===== config.mk =====
export PLATFORM = sky130hd
export DESIGN_NAME = plab2_proc_imul_arbiter
export DESIGN_NICKNAME = d
export VERILOG_FILES = /design/src/rtl/plab2_proc_imul_arbiter_pkg.sv /design/src/rtl/plab2_proc_imul_arbiter_rr_arb.sv /design/src/rtl/plab2_proc_imul_arbiter.sv
export SDC_FILE = /design/constraint.sdc
export NUM_CORES = 1
export LEC_CHECK = 0
export BUFFER_PORTS_ARGS = -buffer_cell sky130_fd_sc_hd__buf_2
export CAP_MARGIN = 10
export CORE_AREA = 4 4 163 165
export CTS_CLUSTER_DIAMETER = 60
export DETAILED_ROUTE_END_ITERATION = 10
export DIE_AREA = 0 0 167 169
export HOLD_SLACK_MARGIN = 0.08
export PLACE_DENSITY_LB_ADDON = 0.2
export SYNTH_ARGS = -nofsm -noshare
export SYNTH_HDL_FRONTEND = slang
export SYNTH_SLANG_ARGS = --single-unit

===== constraint.sdc =====
create_clock -name clk -period 9.3 [get_ports clk]
set_clock_uncertainty 0.15 [all_clocks]
set_input_delay 1.86 -clock clk [delete_from_list [all_inputs] [get_ports clk]]
set_output_delay 1.86 -clock clk [all_outputs]
set_load 0.005 [all_outputs]

===== src/rtl/plab2_proc_imul_arbiter_pkg.sv =====
// Shared types for the multicore integer-multiplier arbiter: FSM encoding,
// multiplier request message layout and pointer-width helper.
package plab2_proc_imul_arbiter_pkg;

  localparam int unsigned imul_req_nbits = 67;

  // Multiplier request: {func, a, b}; func 0 selects multiply.
  typedef struct packed {
    logic [2:0]  func;
    logic [31:0] a;
    logic [31:0] b;
  } imul_req_msg_t;

  typedef enum logic {
    IDLE = 1'b0,
    BUSY = 1'b1
  } arb_state_e;

  // Pointer/owner width; a single core still needs one storage bit.
  function automatic int unsigned ptr_nbits(input int unsigned n);
    return (n > 1) ? $clog2(n) : 1;
  endfunction

endpackage


===== src/rtl/plab2_proc_imul_arbiter_rr_arb.sv =====
// Combinational round-robin grant: first requester at or after ptr, wrapping.
module plab2_proc_imul_arbiter_rr_arb #(
  parameter int unsigned p_num_cores = 4,
  parameter int unsigned p_ptr_nbits = 2
) (
  input  logic [p_num_cores-1:0] req,
  input  logic [p_ptr_nbits-1:0] ptr,
  output logic [p_num_cores-1:0] grant,
  output logic [p_ptr_nbits-1:0] grant_idx
);

  logic                   found;
  logic [p_ptr_nbits-1:0] sel;

  always_comb begin
    grant     = '0;
    grant_idx = '0;
    found     = 1'b0;
    sel       = '0;
    for (int unsigned i = 0; i < p_num_cores; i++) begin
      sel = p_ptr_nbits'((32'(ptr) + i) % p_num_cores);
      if (!found && req[sel]) begin
        grant[sel] = 1'b1;
        grant_idx  = sel;
        found      = 1'b1;
      end
    end
  end

endmodule


===== src/rtl/plab2_proc_imul_arbiter.sv =====
// Shares one variable-latency multiplier among several cores: round-robin
// issue, one operation in flight, response routed back to the issuing core.
module plab2_proc_imul_arbiter
  import plab2_proc_imul_arbiter_pkg::*;
#(
  parameter int unsigned p_num_cores = 4,
  parameter int unsigned p_req_nbits = imul_req_nbits
) (
  input  logic                               clk,
  input  logic                               reset,
  input  logic [p_num_cores-1:0]             req_val,
  output logic [p_num_cores-1:0]             req_rdy,
  input  logic [p_num_cores*p_req_nbits-1:0] req_msg,
  output logic [p_num_cores-1:0]             resp_val,
  input  logic [p_num_cores-1:0]             resp_rdy,
  output logic [31:0]                        resp_msg,
  output logic                               mul_in_val,
  input  logic                               mul_in_rdy,
  output logic [p_req_nbits-1:0]             mul_in_msg,
  input  logic                               mul_out_val,
  output logic                               mul_out_rdy,
  input  logic [31:0]                        mul_out_msg
);

  localparam int unsigned ptr_w = ptr_nbits(p_num_cores);
  localparam logic [ptr_w-1:0] last_idx = ptr_w'(p_num_cores - 1);

  arb_state_e             state, state_next;
  logic [ptr_w-1:0]       ptr, ptr_next;
  logic [ptr_w-1:0]       owner, owner_next;
  logic [p_num_cores-1:0] grant;
  logic [ptr_w-1:0]       grant_idx;
  logic                   issue_xfer;
  logic                   resp_xfer;

  plab2_proc_imul_arbiter_rr_arb #(
    .p_num_cores (p_num_cores),
    .p_ptr_nbits (ptr_w)
  ) u_rr_arb (
    .req       (req_val),
    .ptr       (ptr),
    .grant     (grant),
    .grant_idx (grant_idx)
  );

  assign issue_xfer = (|req_val) & mul_in_rdy;
  assign resp_xfer  = mul_out_val & resp_rdy[owner];

  // State, pointer and owner registers
  always_ff @(posedge clk) begin
    if (reset) begin
      state <= IDLE;
      ptr   <= '0;
      owner <= '0;
    end else begin
      state <= state_next;
      ptr   <= ptr_next;
      owner <= owner_next;
    end
  end

  // Next-state: advance the pointer past the granted core only on a real issue
  always_comb begin
    state_next = state;
    ptr_next   = ptr;
    owner_next = owner;
    case (state)
      IDLE: begin
        if (issue_xfer) begin
          owner_next = grant_idx;
          ptr_next   = (grant_idx == last_idx) ? '0 : ptr_w'(grant_idx + 1'b1);
          state_next = BUSY;
        end
      end
      BUSY: begin
        if (resp_xfer) begin
          state_next = IDLE;
        end
      end
      default: state_next = IDLE;
    endcase
  end

  // Outputs: request steering in IDLE, response routing in BUSY
  always_comb begin
    req_rdy     = '0;
    resp_val    = '0;
    resp_msg    = mul_out_msg;
    mul_in_val  = 1'b0;
    mul_in_msg  = '0;
    mul_out_rdy = 1'b0;
    if (!reset) begin
      case (state)
        IDLE: begin
          mul_in_val = |req_val;
          req_rdy    = grant & {p_num_cores{mul_in_rdy}};
          for (int unsigned i = 0; i < p_num_cores; i++) begin
            if (grant[i]) begin
              mul_in_msg = req_msg[i*p_req_nbits +: p_req_nbits];
            end
          end
        end
        BUSY: begin
          resp_val[owner] = mul_out_val;
          mul_out_rdy     = resp_rdy[owner];
        end
        default: ;
      endcase
    end
  end

endmodule


==> impl_results.md, run 1 <==
- Worst hold path depth: 2
- Die Y: 169 µm
- Post-CTS setup buffers: 0
- Gr usage total: 11.92%
- Htree depth: 1
- Nets: 1062
- Leak Pwr: about 2.3 nW
- IO Port Bufs: approximately 360
- Post-synth EDFFs: 0
- Worst Tran Pin Value: ~1.0 ns
- Mapped Area: approximately 0.0032 mm²
- Fin util: 20.04%
- Element type at the critical path end: primary output
- Most used DFF post-synth: dfxtp_1
- Max Fclk: 139.7 MHz
- Dpl hpwl: approximately 14000 µm
- Seq pwr share: 3.7%
- DRT iter0 DRCs: between 150 and 200
- Most frequent cells in the layout: buf_2, nand2_1, nand3_1
- Row count: 58
- Synthesized instance count: 466
- Root buffer cell: clkbuf_16
- Seq cells post-synth: 5
- DRC violations left: 0
- Ys async rst share: 0%
- Syn Area/Cell: 6.801 µm²
- Hold buffers post-CTS: 0
- Setup_tns: 0 ns
- GPL Wtd Cong: 0.8488
- Core box area: 0.02504 mm²
- Num CTS Buffers: 3
- Fin. max-slew vios: 0
- First-pass GRT wire length: ~28000 µm
- Worst setup SP type: primary input
- Setup WS post-layout: 2.143 ns
- R2R cell count: 8
- Ratio of cells with drive above 1 in the final layout: 54.30%
- CTS tree: built
- Drt total wl: 18780 µm
- Post-CTS Resized: 0
- Initial Utilization: 12.66%
- Crit path time final: between 7 and 8 ns
- Sink Count: 5
- Worst EP arrival: between 5 and 6 ns
- Detail Route Antenna Nets: 0
- Hold crit path type: register to register
- Worst rel slew slack: 31.07%
- Placed instance area: between 0.004 and 0.005 mm²
- Vias in the first global route: 4820
- Final instance area: 0.005019 mm²
- Internal power: 0.4458 mW
- Crit-path max FO: 34
- Gate power share: 90.3%
- Filler cell count: 2937
- Non-Filler Instances: about 1100
- CTS clock-pin slew for the worst setup and hold paths: 0.03 ns
- I/O pins: 421
- Vias/cell: 4.615
- Final Cycle Share: 76.96%
- DIE WIDTH: 167 µm
- Final Power: ~1.2 mW
- PD cells: 232.2 mW/mm²
- Clock buffer depth: 2
- IR drop worst, VDD: 0.1728 mV
- Most common cell after layout, fill and taps aside: buf_2
- Max_cap viols: 0
- Register area share after synthesis: 3.158%
- Final Hold Fails: 0
- Initial antenna violation count: 1
- Pre-CTS WS: 2.095 ns
- Setup Crit Path Kind: primary input to primary output
- Clk network pwr share: under 10%
- RSZ-0062 raised after global routing: no
- Status: finished clean
- Die area: 0.02822 mm²
- # setup viols final: 0
- Drt wl/cell: about 17 µm
- Clock latency on the worst-skew pair: 0.22 ns
- Post-Syn Nets: 783
- Largest net degree at the start of global routing: slightly below 70
- Post-synthesis cell type count: 50
- Net Sw Power: 0.7193 mW
- Switching share of power: between 60% and 70%
- Area Growth Syn to Fin: 58.35%
- DR pass1 iterations: 4
- Vias: 4961
- Yosys synthesis warning count: 0
- Req. time, crit path: 7.29 ns
- GRT overflow: 0
- Placed cells: 1070
- Hold slack: around 0.37 ns
## routing by layer
metal,global-route usage [%],wire length [µm],share of wire [%]
met1,15.00,7659,41
met2,21.40,9399,50
met3,2.429,1561,8.3
met4,1.885,160,0.85
met5,0,0,0
## power groups by stage
| stage | logic [mW] | registers, mW | clock network [mW] |
|---|---|---|---|
| floorplan | 0.725 | 0.0306 | 0 |
| global placement | 1.08 | 0.0431 | 0 |
| detailed placement | 1.07 | 0.0430 | 0 |
| CTS | 1.07 | 0.0428 | 0.0708 |
| global route | 1.17 | 0.0448 | 0.0723 |
| finish | 1.05 | 0.0430 | 0.0696 |
## path summary, 6_finish.rpt
kind	end	slack (ns)	startpoint
worst max-delay path	mul_in_msg[5]	2.14	req_val[3]
worst min-delay path	owner[1]$_SDFFE_PP0P_	0.37	owner[1]$_SDFFE_PP0P_
worst max register to register	ptr[1]$_SDFFE_PP0P_	5.62	register
worst min register to register	owner[1]$_SDFFE_PP0P_	0.37	owner[1]$_SDFFE_PP0P_
## cell families after synthesis
family | synth area share [%]
compound gates | 44.14
xor+xnor | 0.2764
fa+ha+maj | 1.974
buf+inv | 18.08
flops | 3.158
mux | 5.448
simple gates | 26.92
## cells in the mapped netlist, types with 5 or more instances
cell type,number,area (µm²)
buf_4,44,330.3
a31oi_1,68,425.4
a21oi_1,6,30.03
nand2_1,76,285.3
dfxtp_1,5,100.1
ha_1,5,62.56
o221ai_1,47,411.6
nor2_1,12,45.04
clkbuf_1,23,86.33
nand3_1,69,345.3
o221ai_2,21,315.3
buf_2,17,85.08
nor3_1,6,30.03
mux2i_1,6,60.06
nand3b_1,6,45.04
## cell type report
type                    count  area [µm²]  area share, %
inverters                   5       18.77         0.3740
clock buffers               4       78.83          1.571
multi-input cells         366        2551          50.84
flip-flops and latches      5       100.1          1.995
well taps                 330       412.9          8.227
repair buffers            364        1854          36.95
diodes                      1       2.502        0.04986
## worst max-delay path: stages
cell and delay, ns:
buf_2 0.18, mux4_2 0.58, a21oi_1 0.18, a2bb2oi_1 0.17
o221ai_4 0.84, buf_4 0.61, o221ai_1 0.30, a31oi_1 0.22
buf_2 0.15
Note: power is estimated with default switching activity, not from simulation.
==> run 2: changes to the inputs <==
- ABC_AREA: not set -> 1
- CORE_AREA: 4 4 163 165 -> 4 4 160 162
- DIE_AREA: 0 0 167 169 -> 0 0 164 166
- clock period: 9.3 -> 5.9 ns (I/O delays scaled with it)
==> impl_results.md, run 2 <==
- Detail Route Antenna Nets: 0 (unchanged)
- Nets: 1501 (+41%)
- DRT iter0 DRCs: 333 (+73%)
- Ratio of cells with drive above 1 in the final layout: 33.73% (-21 points)
- DRC violations left: 0 (unchanged)
- Syn Area/Cell: 4.706 µm² (-31%)
- Worst setup SP type: register
- Sink Count: 5 (unchanged)
- Vias: 6422 (+29%)
- DIE WIDTH: 164 µm (-1.8%)
- Post-Syn Nets: 1216 (+55%)
- Root buffer cell: clkbuf_16
- Row count: 57 (-1.7%)
- Worst EP arrival: 3.50 ns (-1.65 ns)
- Proportion of netlist area held by the largest area contributor: 33.10% (+20 points)
- Gr usage total: 14.98% (+3.1 points)
- Drt wl/cell: 14.74 µm (-16%)
- Largest net degree at the start of global routing: 70 (+1.4%)
- DR pass1 iterations: 5 (+1)
- Initial Utilization: 17.55% (+4.9 points)
- Ys async rst share: 0% (unchanged)
- PD cells: 436.9 mW/mm² (+88%)
- Vias/cell: 4.261 (-7.7%)
- Vias in the first global route: 6314 (+31%)
- First-pass GRT wire length: 33360 µm (+20%)
- Req. time, crit path: 4.57 ns (-2.72 ns)
- Slowest-stage cell, CP: dfxtp_1
- # setup viols final: 0 (unchanged)
- Worst Tran Pin Value: 0.7416 ns (-0.2925 ns)
- Die area: 0.02722 mm² (-3.5%)
- Most frequent cells in the layout: nand2_1, buf_2, inv_1
- Worst rel slew slack: 50.56% (+19 points)
- Sequential cell area: 100.1 µm² (unchanged)
- GPL Wtd Cong: 0.8261 (-2.7%)
- Placed instance area: 0.005953 mm² (+21%)
- Crit-path max FO: 44 (+29%)
- Final instance area: 0.006032 mm² (+20%)
- Yosys synthesis warning count: 0 (unchanged)
- Setup_tns: 0 ns (unchanged)
- Post-CTS setup buffers: 0 (unchanged)
- Commonest cells in the netlist: nand2_1, inv_1, a21oi_1
- CTS clock-pin slew for the worst setup and hold paths: 0.03 ns (about the same)
- Drt total wl: 22210 µm (+18%)
- Post-synth EDFFs: 0 (unchanged)
- CTS tree: built
- Dpl hpwl: 17740 µm (+23%)
- Cell accounting for the most synthesized area: nand2_1
- Clock buffer depth: 2 (unchanged)
- Critical path's largest stage delay: 0.64 ns (-0.20 ns)
- Register area share after synthesis: 2.366% (-0.79 points)
- Hold crit path type: register to register
- Initial antenna violation count: 1 (unchanged)
- RSZ-0062 raised after global routing: no
- Mapped Area: 0.004230 mm² (+33%)
- Area of the multi-input gates: 0.002934 mm² (+15%)
- Antenna diodes: 0 (-1)
- Leak Pwr: 3.853 nW (+70%)
- Num CTS Buffers: 3 (unchanged)
- Die Y: 166 µm (-1.8%)
- Hold buffers post-CTS: 0 (unchanged)
- Htree depth: 1 (unchanged)
- IO Port Bufs: 356 (unchanged)
- Crit path time final: 4.831 ns
- Post-synthesis cell type count: 33 (-34%)
- Max Fclk: 207.0 MHz
- Fin. max-slew vios: 0 (unchanged)
- I/O pins: 421 (unchanged)
- Element type at the critical path end: primary output
- IR drop worst, VDD: 0.2526 mV (+46%)
- Final Cycle Share: 81.89%
- CP cell instances: inv_6 > ha_1 > inv_1 > nand3_1 > nand2_1 > nor2_4 > a21boi_2 > nand3_4 > buf_12 > nand2_1 > nand3_1 > a21oi_1 > buf_2
- Filler cell count: 2936 (-0.034%)
- Most common cell after layout, fill and taps aside: nand2_1
- GRT overflow: 0 (unchanged)
- Synthesized instance count: 899 (+93%)
- Top-count cell post-synth: nand2_1
- Clock latency on the worst-skew pair: 0.23 ns (about the same)
- Final Hold Fails: 0 (unchanged)
- Core box area: 0.02411 mm² (-3.7%)
- Area Growth Syn to Fin: 42.59%
- Placed cells: 1503 (+40%)
- Setup Crit Path Kind: register to primary output
- Non-Filler Instances: 1507 (+40%)
- Most used DFF post-synth: dfxtp_1
- Seq cells post-synth: 5 (unchanged)
- Post-CTS Resized: 0 (unchanged)
- Max_cap viols: 0 (unchanged)
- Area contributors post-synth: nand2_1, a21oi_1, inv_1
- Status: finished clean
-- run 2: changes by cell type after synthesis, moves of 6 or more --
cell      change
nand2_1     +297
inv_1       +151
a21oi_1     +131
a31oi_1      -67
o221ai_1     -47
o221ai_2     -21
nand3_1      +15
clkbuf_1     -14
buf_2         +9
buf_6         +6
mux2i_1       -6
nand2_2       +6
nand3b_1      -6
-- run 2: power by group --
| group | internal (mW) | switching (mW) |
|---|---|---|
| registers | 0.0415 | 0.0192 |
| clock network | 0.0897 | 0.0236 |
| logic | 0.860 | 1.60 |
| total | 0.992 | 1.64 |
-- run 2: cell type report --
class,instances,area share (%)
clock buffers,4,1.307
inverters,161,10.10
multi-input cells,644,48.64
flip-flops and latches,5,1.659
well taps,324,6.721
repair buffers,369,31.57
-- run 2: logic make-up after synthesis --
group                    synth area share (%)
AO/OA/AOI/OAI                           18.37
buffers and inverters                   28.93
AND/OR/NAND/NOR                         48.86
adder cells (fa/ha/maj)                 1.479
flip-flops                              2.366
-- run 2: layer usage --
layer | GRT usage [%] | wire length, µm | vias up
li1 | - | - | 3274
met1 | 17.24 | 8702 | 2752
met2 | 27.07 | 10570 | 347
met3 | 3.425 | 2183 | 47
met4 | 4.923 | 741 | 2
met5 | 0 | 13 | -
-- run 2: metrics by stage --
stage / hold slack [ns] / power, mW / utilization [%] / setup WS (ns)
2_1_floorplan: 0.3324 / 1.813 / - / 2.148
3_3_place_gp: 0.3972 / 2.577 / 24.70 / 1.118
3_5_place_dp: 0.4159 / 2.576 / 24.70 / 1.074
4_1_cts: 0.4221 / 2.700 / 25.02 / 1.015
5_1_grt: 0.4558 / 2.978 / 25.02 / 0.8229
6_report: 0.4159 / 2.635 / 25.02 / 1.069
-- run 2: worst paths after layout --
check / startpoint / end / slack (ns) / depth (start not counted)
max: register / mul_in_msg[22] / 1.07 / 13
min reg2reg: state$_SDFF_PP0_ / state$_SDFF_PP0_ / 0.42 / 2
max reg2reg: register / ptr[1]$_SDFFE_PP0P_ / 3.36 / 11
min: state$_SDFF_PP0_ / state$_SDFF_PP0_ / 0.42 / 2
-- run 2: critical path, delay by kind of cell, from the launching register on --
family | cells | cell delay, ns
adder cells (fa/ha/maj) | 1 | 0.40
AO/OA/AOI/OAI | 2 | 0.42
buffers and inverters | 4 | 0.80
flip-flops | 1 | 0.64
AND/OR/NAND/NOR | 6 | 0.99
